**src/rtl/spi_burst_sequencer_if.sv**
```systemverilog
// Bundle between the OLED controller, the burst sequencer and the SPI MOSI serializer.
// master drives the burst request and serializer pulse; slave is the sequencer.
interface spi_burst_sequencer_if #(
  parameter int unsigned WIDTH = 8,
  parameter int unsigned N     = 16,
  parameter int unsigned CNT_W = 5
) ();
  logic [WIDTH*N-1:0] req_data;
  logic [N-1:0]       req_dc;
  logic [CNT_W-1:0]   req_n_transmit;
  logic               req_start;
  logic               abort;
  logic               mosi_final_bit;

  logic [WIDTH-1:0]   ser_data;
  logic               ser_dc;
  logic               ser_start;
  logic               mosi_final_byte;
  logic               ready;
  logic               done;
  logic               err;
  logic [CNT_W-1:0]   byte_idx;

  modport master (
    output req_data, req_dc, req_n_transmit, req_start, abort, mosi_final_bit,
    input  ser_data, ser_dc, ser_start, mosi_final_byte, ready, done, err, byte_idx
  );

  modport slave (
    input  req_data, req_dc, req_n_transmit, req_start, abort, mosi_final_bit,
    output ser_data, ser_dc, ser_start, mosi_final_byte, ready, done, err, byte_idx
  );
endinterface

```
**src/rtl/spi_burst_sequencer.sv**
```systemverilog
// Latches a burst of up to N bytes with per-byte D/C and feeds one byte per serializer
// final-bit pulse. Define SPI_BURST_CHAIN_EN for gapless chaining of back-to-back bursts.
module spi_burst_sequencer #(
  parameter int unsigned WIDTH          = 8,
  parameter int unsigned N              = 16,
  parameter int unsigned CNT_W          = 5,
  parameter int unsigned MSB_BYTE_FIRST = 0
) (
  input  logic                 sck,
  input  logic                 rst,
  spi_burst_sequencer_if.slave bus
);
  typedef enum logic [0:0] {StIdle, StXmit} state_e;

  state_e             state_q, state_d;
  logic [WIDTH*N-1:0] data_q, data_d;
  logic [N-1:0]       dc_q, dc_d;
  logic [CNT_W-1:0]   cnt_q, cnt_d;
  logic [CNT_W-1:0]   idx_q, idx_d;
  logic               done_q, done_d;
  logic               err_q, err_d;

  logic               legal, last, ready, req_ok;
  logic [CNT_W-1:0]   sel;
  logic [WIDTH-1:0]   byte_out;
  logic               dc_out;

`ifdef SPI_BURST_CHAIN_EN
  logic               pend_q, pend_d;
  logic [WIDTH*N-1:0] pend_data_q, pend_data_d;
  logic [N-1:0]       pend_dc_q, pend_dc_d;
  logic [CNT_W-1:0]   pend_cnt_q, pend_cnt_d;
`endif

  assign legal = (bus.req_n_transmit != '0) && (bus.req_n_transmit <= CNT_W'(N));
  assign last  = (idx_q == cnt_q - CNT_W'(1));

`ifdef SPI_BURST_CHAIN_EN
  // Accept the next burst only while the last byte is out and nothing is queued yet.
  assign ready = (state_q == StIdle) || ((state_q == StXmit) && last && !pend_q);
`else
  assign ready = (state_q == StIdle);
`endif

  assign req_ok = ready && bus.req_start && !bus.abort;

  always_comb begin
    state_d = state_q;
    data_d  = data_q;
    dc_d    = dc_q;
    cnt_d   = cnt_q;
    idx_d   = idx_q;
    done_d  = 1'b0;
    err_d   = 1'b0;
`ifdef SPI_BURST_CHAIN_EN
    pend_d      = pend_q;
    pend_data_d = pend_data_q;
    pend_dc_d   = pend_dc_q;
    pend_cnt_d  = pend_cnt_q;
`endif
    unique case (state_q)
      StIdle: begin
        if (req_ok) begin
          if (legal) begin
            state_d = StXmit;
            data_d  = bus.req_data;
            dc_d    = bus.req_dc;
            cnt_d   = bus.req_n_transmit;
            idx_d   = '0;
          end else begin
            err_d = 1'b1;
          end
        end
      end
      StXmit: begin
        if (bus.abort) begin
          state_d = StIdle;
`ifdef SPI_BURST_CHAIN_EN
          pend_d  = 1'b0;
`endif
        end else begin
`ifdef SPI_BURST_CHAIN_EN
          if (req_ok && !legal) err_d = 1'b1;
          if (req_ok && legal) begin
            pend_d      = 1'b1;
            pend_data_d = bus.req_data;
            pend_dc_d   = bus.req_dc;
            pend_cnt_d  = bus.req_n_transmit;
          end
`endif
          if (bus.mosi_final_bit) begin
            if (!last) begin
              idx_d = idx_q + CNT_W'(1);
            end else begin
              done_d = 1'b1;
`ifdef SPI_BURST_CHAIN_EN
              // A queued burst (possibly captured this very cycle) starts with no gap.
              if (pend_d) begin
                data_d = pend_data_d;
                dc_d   = pend_dc_d;
                cnt_d  = pend_cnt_d;
                idx_d  = '0;
                pend_d = 1'b0;
              end else begin
                state_d = StIdle;
              end
`else
              state_d = StIdle;
`endif
            end
          end
        end
      end
    endcase
  end

  always_ff @(posedge sck) begin
    if (rst) begin
      state_q <= StIdle;
      data_q  <= '0;
      dc_q    <= '0;
      cnt_q   <= '0;
      idx_q   <= '0;
      done_q  <= 1'b0;
      err_q   <= 1'b0;
`ifdef SPI_BURST_CHAIN_EN
      pend_q      <= 1'b0;
      pend_data_q <= '0;
      pend_dc_q   <= '0;
      pend_cnt_q  <= '0;
`endif
    end else begin
      state_q <= state_d;
      data_q  <= data_d;
      dc_q    <= dc_d;
      cnt_q   <= cnt_d;
      idx_q   <= idx_d;
      done_q  <= done_d;
      err_q   <= err_d;
`ifdef SPI_BURST_CHAIN_EN
      pend_q      <= pend_d;
      pend_data_q <= pend_data_d;
      pend_dc_q   <= pend_dc_d;
      pend_cnt_q  <= pend_cnt_d;
`endif
    end
  end

  // Presentation index maps to a storage slot; MSB-first walks down from the top slot.
  assign sel = (MSB_BYTE_FIRST != 0) ? (CNT_W'(N - 1) - idx_q) : idx_q;

  always_comb begin
    byte_out = '0;
    dc_out   = 1'b0;
    for (int k = 0; k < N; k++) begin
      if (sel == CNT_W'(k)) begin
        byte_out = data_q[k*WIDTH +: WIDTH];
        dc_out   = dc_q[k];
      end
    end
  end

  assign bus.ser_data        = byte_out;
  assign bus.ser_dc          = dc_out;
  assign bus.ser_start       = (state_q == StXmit);
  assign bus.mosi_final_byte = (state_q == StXmit) && last;
  assign bus.ready           = ready;
  assign bus.done            = done_q;
  assign bus.err             = err_q;
  assign bus.byte_idx        = idx_q;
endmodule

```
**src/flat_wrapper.sv**
```systemverilog
// flat-port wrapper written by rule: the top's interface ports become plain ports
module spi_burst_sequencer_flat 
#(
  parameter int unsigned WIDTH          = 8,
  parameter int unsigned N              = 16,
  parameter int unsigned CNT_W          = 5,
  parameter int unsigned MSB_BYTE_FIRST = 0
)
  (sck, rst, bus_req_data, bus_req_dc, bus_req_n_transmit, bus_req_start, bus_abort, bus_mosi_final_bit, bus_ser_data, bus_ser_dc, bus_ser_start, bus_mosi_final_byte, bus_ready, bus_done, bus_err, bus_byte_idx);
  spi_burst_sequencer_if #(.WIDTH(WIDTH), .N(N), .CNT_W(CNT_W)) bus_i ();
  input  logic sck;
  input  logic rst;
  input wire logic [$bits(bus_i.req_data)-1:0] bus_req_data;
  input wire logic [$bits(bus_i.req_dc)-1:0] bus_req_dc;
  input wire logic [$bits(bus_i.req_n_transmit)-1:0] bus_req_n_transmit;
  input wire logic [$bits(bus_i.req_start)-1:0] bus_req_start;
  input wire logic [$bits(bus_i.abort)-1:0] bus_abort;
  input wire logic [$bits(bus_i.mosi_final_bit)-1:0] bus_mosi_final_bit;
  output wire logic [$bits(bus_i.ser_data)-1:0] bus_ser_data;
  output wire logic [$bits(bus_i.ser_dc)-1:0] bus_ser_dc;
  output wire logic [$bits(bus_i.ser_start)-1:0] bus_ser_start;
  output wire logic [$bits(bus_i.mosi_final_byte)-1:0] bus_mosi_final_byte;
  output wire logic [$bits(bus_i.ready)-1:0] bus_ready;
  output wire logic [$bits(bus_i.done)-1:0] bus_done;
  output wire logic [$bits(bus_i.err)-1:0] bus_err;
  output wire logic [$bits(bus_i.byte_idx)-1:0] bus_byte_idx;
  assign bus_i.req_data = bus_req_data;
  assign bus_i.req_dc = bus_req_dc;
  assign bus_i.req_n_transmit = bus_req_n_transmit;
  assign bus_i.req_start = bus_req_start;
  assign bus_i.abort = bus_abort;
  assign bus_i.mosi_final_bit = bus_mosi_final_bit;
  assign bus_ser_data = bus_i.ser_data;
  assign bus_ser_dc = bus_i.ser_dc;
  assign bus_ser_start = bus_i.ser_start;
  assign bus_mosi_final_byte = bus_i.mosi_final_byte;
  assign bus_ready = bus_i.ready;
  assign bus_done = bus_i.done;
  assign bus_err = bus_i.err;
  assign bus_byte_idx = bus_i.byte_idx;
  spi_burst_sequencer #(.WIDTH(WIDTH), .N(N), .CNT_W(CNT_W), .MSB_BYTE_FIRST(MSB_BYTE_FIRST)) u_core (.sck(sck), .rst(rst), .bus(bus_i));
endmodule
```
**config.mk**
```make
export PLATFORM = sky130hd
export DESIGN_NAME = spi_burst_sequencer_flat
export DESIGN_NICKNAME = d
export VERILOG_FILES = /design/src/rtl/spi_burst_sequencer_if.sv /design/src/rtl/spi_burst_sequencer.sv /design/src/flat_wrapper.sv
export SDC_FILE = /design/constraint.sdc
export NUM_CORES = 1
export LEC_CHECK = 0
export CAP_MARGIN = 20
export CORE_ASPECT_RATIO = 1.75
export CORE_MARGIN = 3
export CORE_UTILIZATION = 51
export CTS_CLUSTER_SIZE = 10
export DETAILED_ROUTE_END_ITERATION = 6
export PLACE_DENSITY = 0.93
export SYNTH_ARGS = -nofsm -noshare
export SYNTH_HDL_FRONTEND = slang
export SYNTH_SLANG_ARGS = --single-unit
```
**constraint.sdc**
```tcl
create_clock -name sck -period 3.7 [get_ports sck]
set_clock_uncertainty 0.2 [all_clocks]
set_input_delay 0.74 -clock sck [delete_from_list [all_inputs] [get_ports sck]]
set_output_delay 0.74 -clock sck [all_outputs]
set_load 0.03 [all_outputs]
```
==> impl_metrics.csv <==
group,metric,value,unit
power_and_ir_drop,power.leakage,3.68,nW
worst_setup_path,cp-end-kind,"output port",
power_and_ir_drop,powerDensity,375,mW/mm²
sta,final_hold_viol_count,0,
drt,drc,0,
sta,setup_viol,2,
global_route,grt_pass1_wl,39400,µm
min_path,holdCritPathClass,"flip-flop to flip-flop",
placed_design,hpwl,19100,µm
outcome,status,"finished with violations",
global_route,use_met3,4.00,%
worst_setup_path,cp.arrival,2.77,ns
global_route,grt_max_degree,150,
sta,setup_ws,-0.0125,ns
power_and_ir_drop,ir_worst_vdd,0.306,mV
die,io_pins,173,
global_route,use_met1,30.4,%
global_route,grt_usage,30.4,%
global_route,grt_antenna_before_repair,0,
logic_synthesis,ys_async_sr_fraction,0,%
sta,slew_violations,0,
worst_setup_path,cp.required,2.76,ns
placed_design,dp_slack,-0.0210,ns
cts,root_buffer,"clkbuf_16",
placed_design,portBuffers,172,
logic_synthesis,synth_cell_type_count,70,
cts,h-tree-depth,4,
outcome,violations,"setup timing",
cts,numClockSinks,157,
sta,rsz0062_at_grt,"yes",
global_route,grt_pass1_vias,7976,
logic_synthesis,synth_xor_area_share,0.694,%
global_route,grt_busiest_layer,"met2",
drt,vias,8225,
logic_synthesis,ys_ff_latch,157,
logic_synthesis,syn-num-nets,1198,
drt,routed_wl,26400,µm
die,rows,58,
run,maxCapViolCount,0,
worst_setup_path,path_max_fanout,6,
logic_synthesis,yosys_warnings,0,
drt,wl_per_cell,19.1,µm
placed_design,routabilityCongestion,0.993,
cts,clkLatencyLatePin,0.42,ns
die,die_h,167,µm
cts,clk_path_buf_depth,2,
logic_synthesis,syn_area_per_cell,7.30,µm²
logic_synthesis,syn_inst,1038,
logic_synthesis,synth_compound_area_share,23.1,%
sta,setup_tns,-0.0226,ns
worst_setup_path,start_kind,"flip-flop",
global_route,gr-total-overflow,0,
logic_synthesis,synthFlopType,"dfxtp_1",
logic_synthesis,synth-edff-count,0,
sta,tightest_slew,0.689,ns
die,core,0.0144,mm²
sta,timing.hold.ws,0.255,ns
cts,numCtsBuffers,17,
logic_synthesis,synthAdderAreaFrac,0.991,%
global_route,met2_usage,56.6,%
die,die_w,98.1,µm
logic_synthesis,ys_seq_area_share,41.5,%
drt,routed_via_density,5.93,
drt,drt_iter0_markers,619,
cts,path_clk_slew,0.06,ns
finish,syn2layout_area_growth,36.1,%
die,dieArea,0.0164,mm²
worst_setup_path,worstSetupPathType,"flip-flop to output port",
finish,nNetsFinal,1353,
finish,layout-drive-gt1-share,10.7,%
sta,period_needed,3.71,ns
cts,cts_tree,"done",
placed_design,place_inst,1346,
logic_synthesis,synth_top_family_by_area,"simple AND/OR/NAND/NOR gates",
finish,diodes,0,
logic_synthesis,synthesis.area,0.00757,mm²
sta,min_period_over_period,100,%
die,initial_core_util,52.5,%
sta,maxSlewHeadroom,54.1,%
sta,fmax,269,MHz
drt,ant_nets,0,
drt,dr.pass1.iters,5,
logic_synthesis,synth-simple-area-share,27.0,%
logic_synthesis,yosys-mux-area-fraction,0.809,%
finish,final_cell_count_no_fill,1386,
[cell usage after synthesis (all sizes together) (3+ instances only)]
cell type  number  share of area (%)
or3b            5               0.58
nand3b         10               0.99
dfxtp         157                 41
o31ai           5               0.50
a221oi          6               0.69
nand2         350                 17
buf            48                3.3
a31oi           8               0.66
o211ai          9               0.89
mux2i           5               0.66
and3            3               0.25
nor3            7               0.46
nor4            5               0.69
o2bb2ai         3               0.35
a21oi         182                 12
inv            14               0.69
or3            12                1.1
clkbuf         38                1.9
o32ai           3               0.35
xnor2           6               0.69
and2            5               0.41
ha              6               0.99
a2111oi         3               0.36
and4b           3               0.40
a22oi           3               0.30
a211oi          8               0.86
nor2           24                1.2
nand2b          9               0.74
o21a            3               0.30
o311ai          3               0.35
o21ai          34                2.2
o22ai           9               0.74
o221a           3               0.45
nor2b           6               0.50
nand3          13               0.86
[kinds of logic after synthesis]
group           count (synthesis)
mux                             6
simple gates                  463
xor+xnor                        6
flops                         157
fa+ha+maj                       6
buf+inv                       101
compound gates                299
[state kept, by name, indices dropped and copies added, names as in the netlist]
register              count
u_core.bus.byte_idx       5
u_core.bus.done           1
u_core.bus.err            1
u_core.bus.ser_start      1
u_core.cnt_q              5
u_core.data_q           128
u_core.dc_q              16
[path summary, 6_finish.rpt]
path	start	end	slack [ns]	depth (start not counted)
setup / recovery	u_core.bus.byte_idx[0]	bus_ser_data[0]	-0.01	9
hold / removal	u_core.data_q[31]	u_core.data_q[31]	0.25	2
setup reg to reg	u_core.cnt_q[0]	u_core.bus.byte_idx[2]	1.24	7
hold reg to reg	u_core.data_q[31]	u_core.data_q[31]	0.25	2
[timing repair]
action                     CTS  global route
setup buffers                0             8
pin swaps                    2             4
resized for setup           19            31
setup endpoints to repair    9            10
hold buffers                 0             0
[cell usage in the layout (no fill, tap or decap), types with 4 or more instances in the layout]
master | Yosys | layout
or3b_2 | 4 | 4
clkbuf_16 | 0 | 18
nor2b_1 | 6 | 6
buf_4 | 1 | 44
nor2_1 | 24 | 24
buf_12 | 0 | 7
inv_6 | 0 | 4
o21ai_0 | 30 | 30
nor3_1 | 7 | 6
or3_1 | 11 | 10
mux2i_1 | 5 | 5
a21oi_1 | 182 | 181
o22ai_1 | 9 | 9
a211oi_2 | 1 | 4
nand3_1 | 13 | 13
xnor2_1 | 6 | 6
o211ai_1 | 9 | 9
nand3b_1 | 10 | 10
nand2b_1 | 9 | 9
inv_1 | 14 | 12
o21ai_1 | 4 | 4
a31oi_1 | 8 | 8
nand2_1 | 350 | 349
clkdlybuf4s50_1 | 0 | 161
dfxtp_1 | 157 | 155
and2_1 | 5 | 4
a221oi_1 | 6 | 5
clkinvlp_4 | 0 | 4
a211oi_1 | 7 | 4
[final cells by class]
type | count | area, µm²
flip-flops and latches | 157 | 3150
multi-input cells | 780 | 4120
clock inverters | 11 | 108
repair buffers | 222 | 2190
clock buffers | 21 | 450
fillers | 1116 | 4140
inverters | 15 | 60.1
well taps | 180 | 225
[critical path, cell delays in order, from the launching register on]
cell and delay (ns):
dfxtp_4 0.38, clkinvlp_4 0.15, ha_4 0.23, and4b_2 0.25, or3_4 0.37, buf_6 0.14
nor4_4 0.21, o21ai_1 0.13, o31ai_2 0.28, clkbuf_16 0.21
[report_power, final]
| group | leakage [nW] | switching (W) | internal, W | total (W) |
|---|---|---|---|---|
| Clock | 0.265 | 0.000715 | 0.000952 | 0.00167 |
| Sequential | 1.28 | 0.0000490 | 0.00175 | 0.00180 |
| Combinational | 2.13 | 0.000182 | 0.000220 | 0.000401 |
| Total | 3.68 | 0.000945 | 0.00292 | 0.00387 |
[per-stage QoR]
step | power [W] | util, % | area, µm²
after floorplan | 0.00199 | - | 7620
after global placement | 0.00222 | 66.1 | 9540
after detailed placement | 0.00222 | 66.1 | 9540
after CTS | 0.00387 | 70.2 | 10100
after global routing | 0.00398 | 71.4 | 10300
final | 0.00387 | 71.4 | 10300
[layer usage]
layer  vias to the layer above  routed length, µm
li1                       3866                  -
met1                      3841               8970
met2                       388              14100
met3                       130               1320
met4                         0               1970
met5                         -                  0
Power figures use the tool's default switching activity.
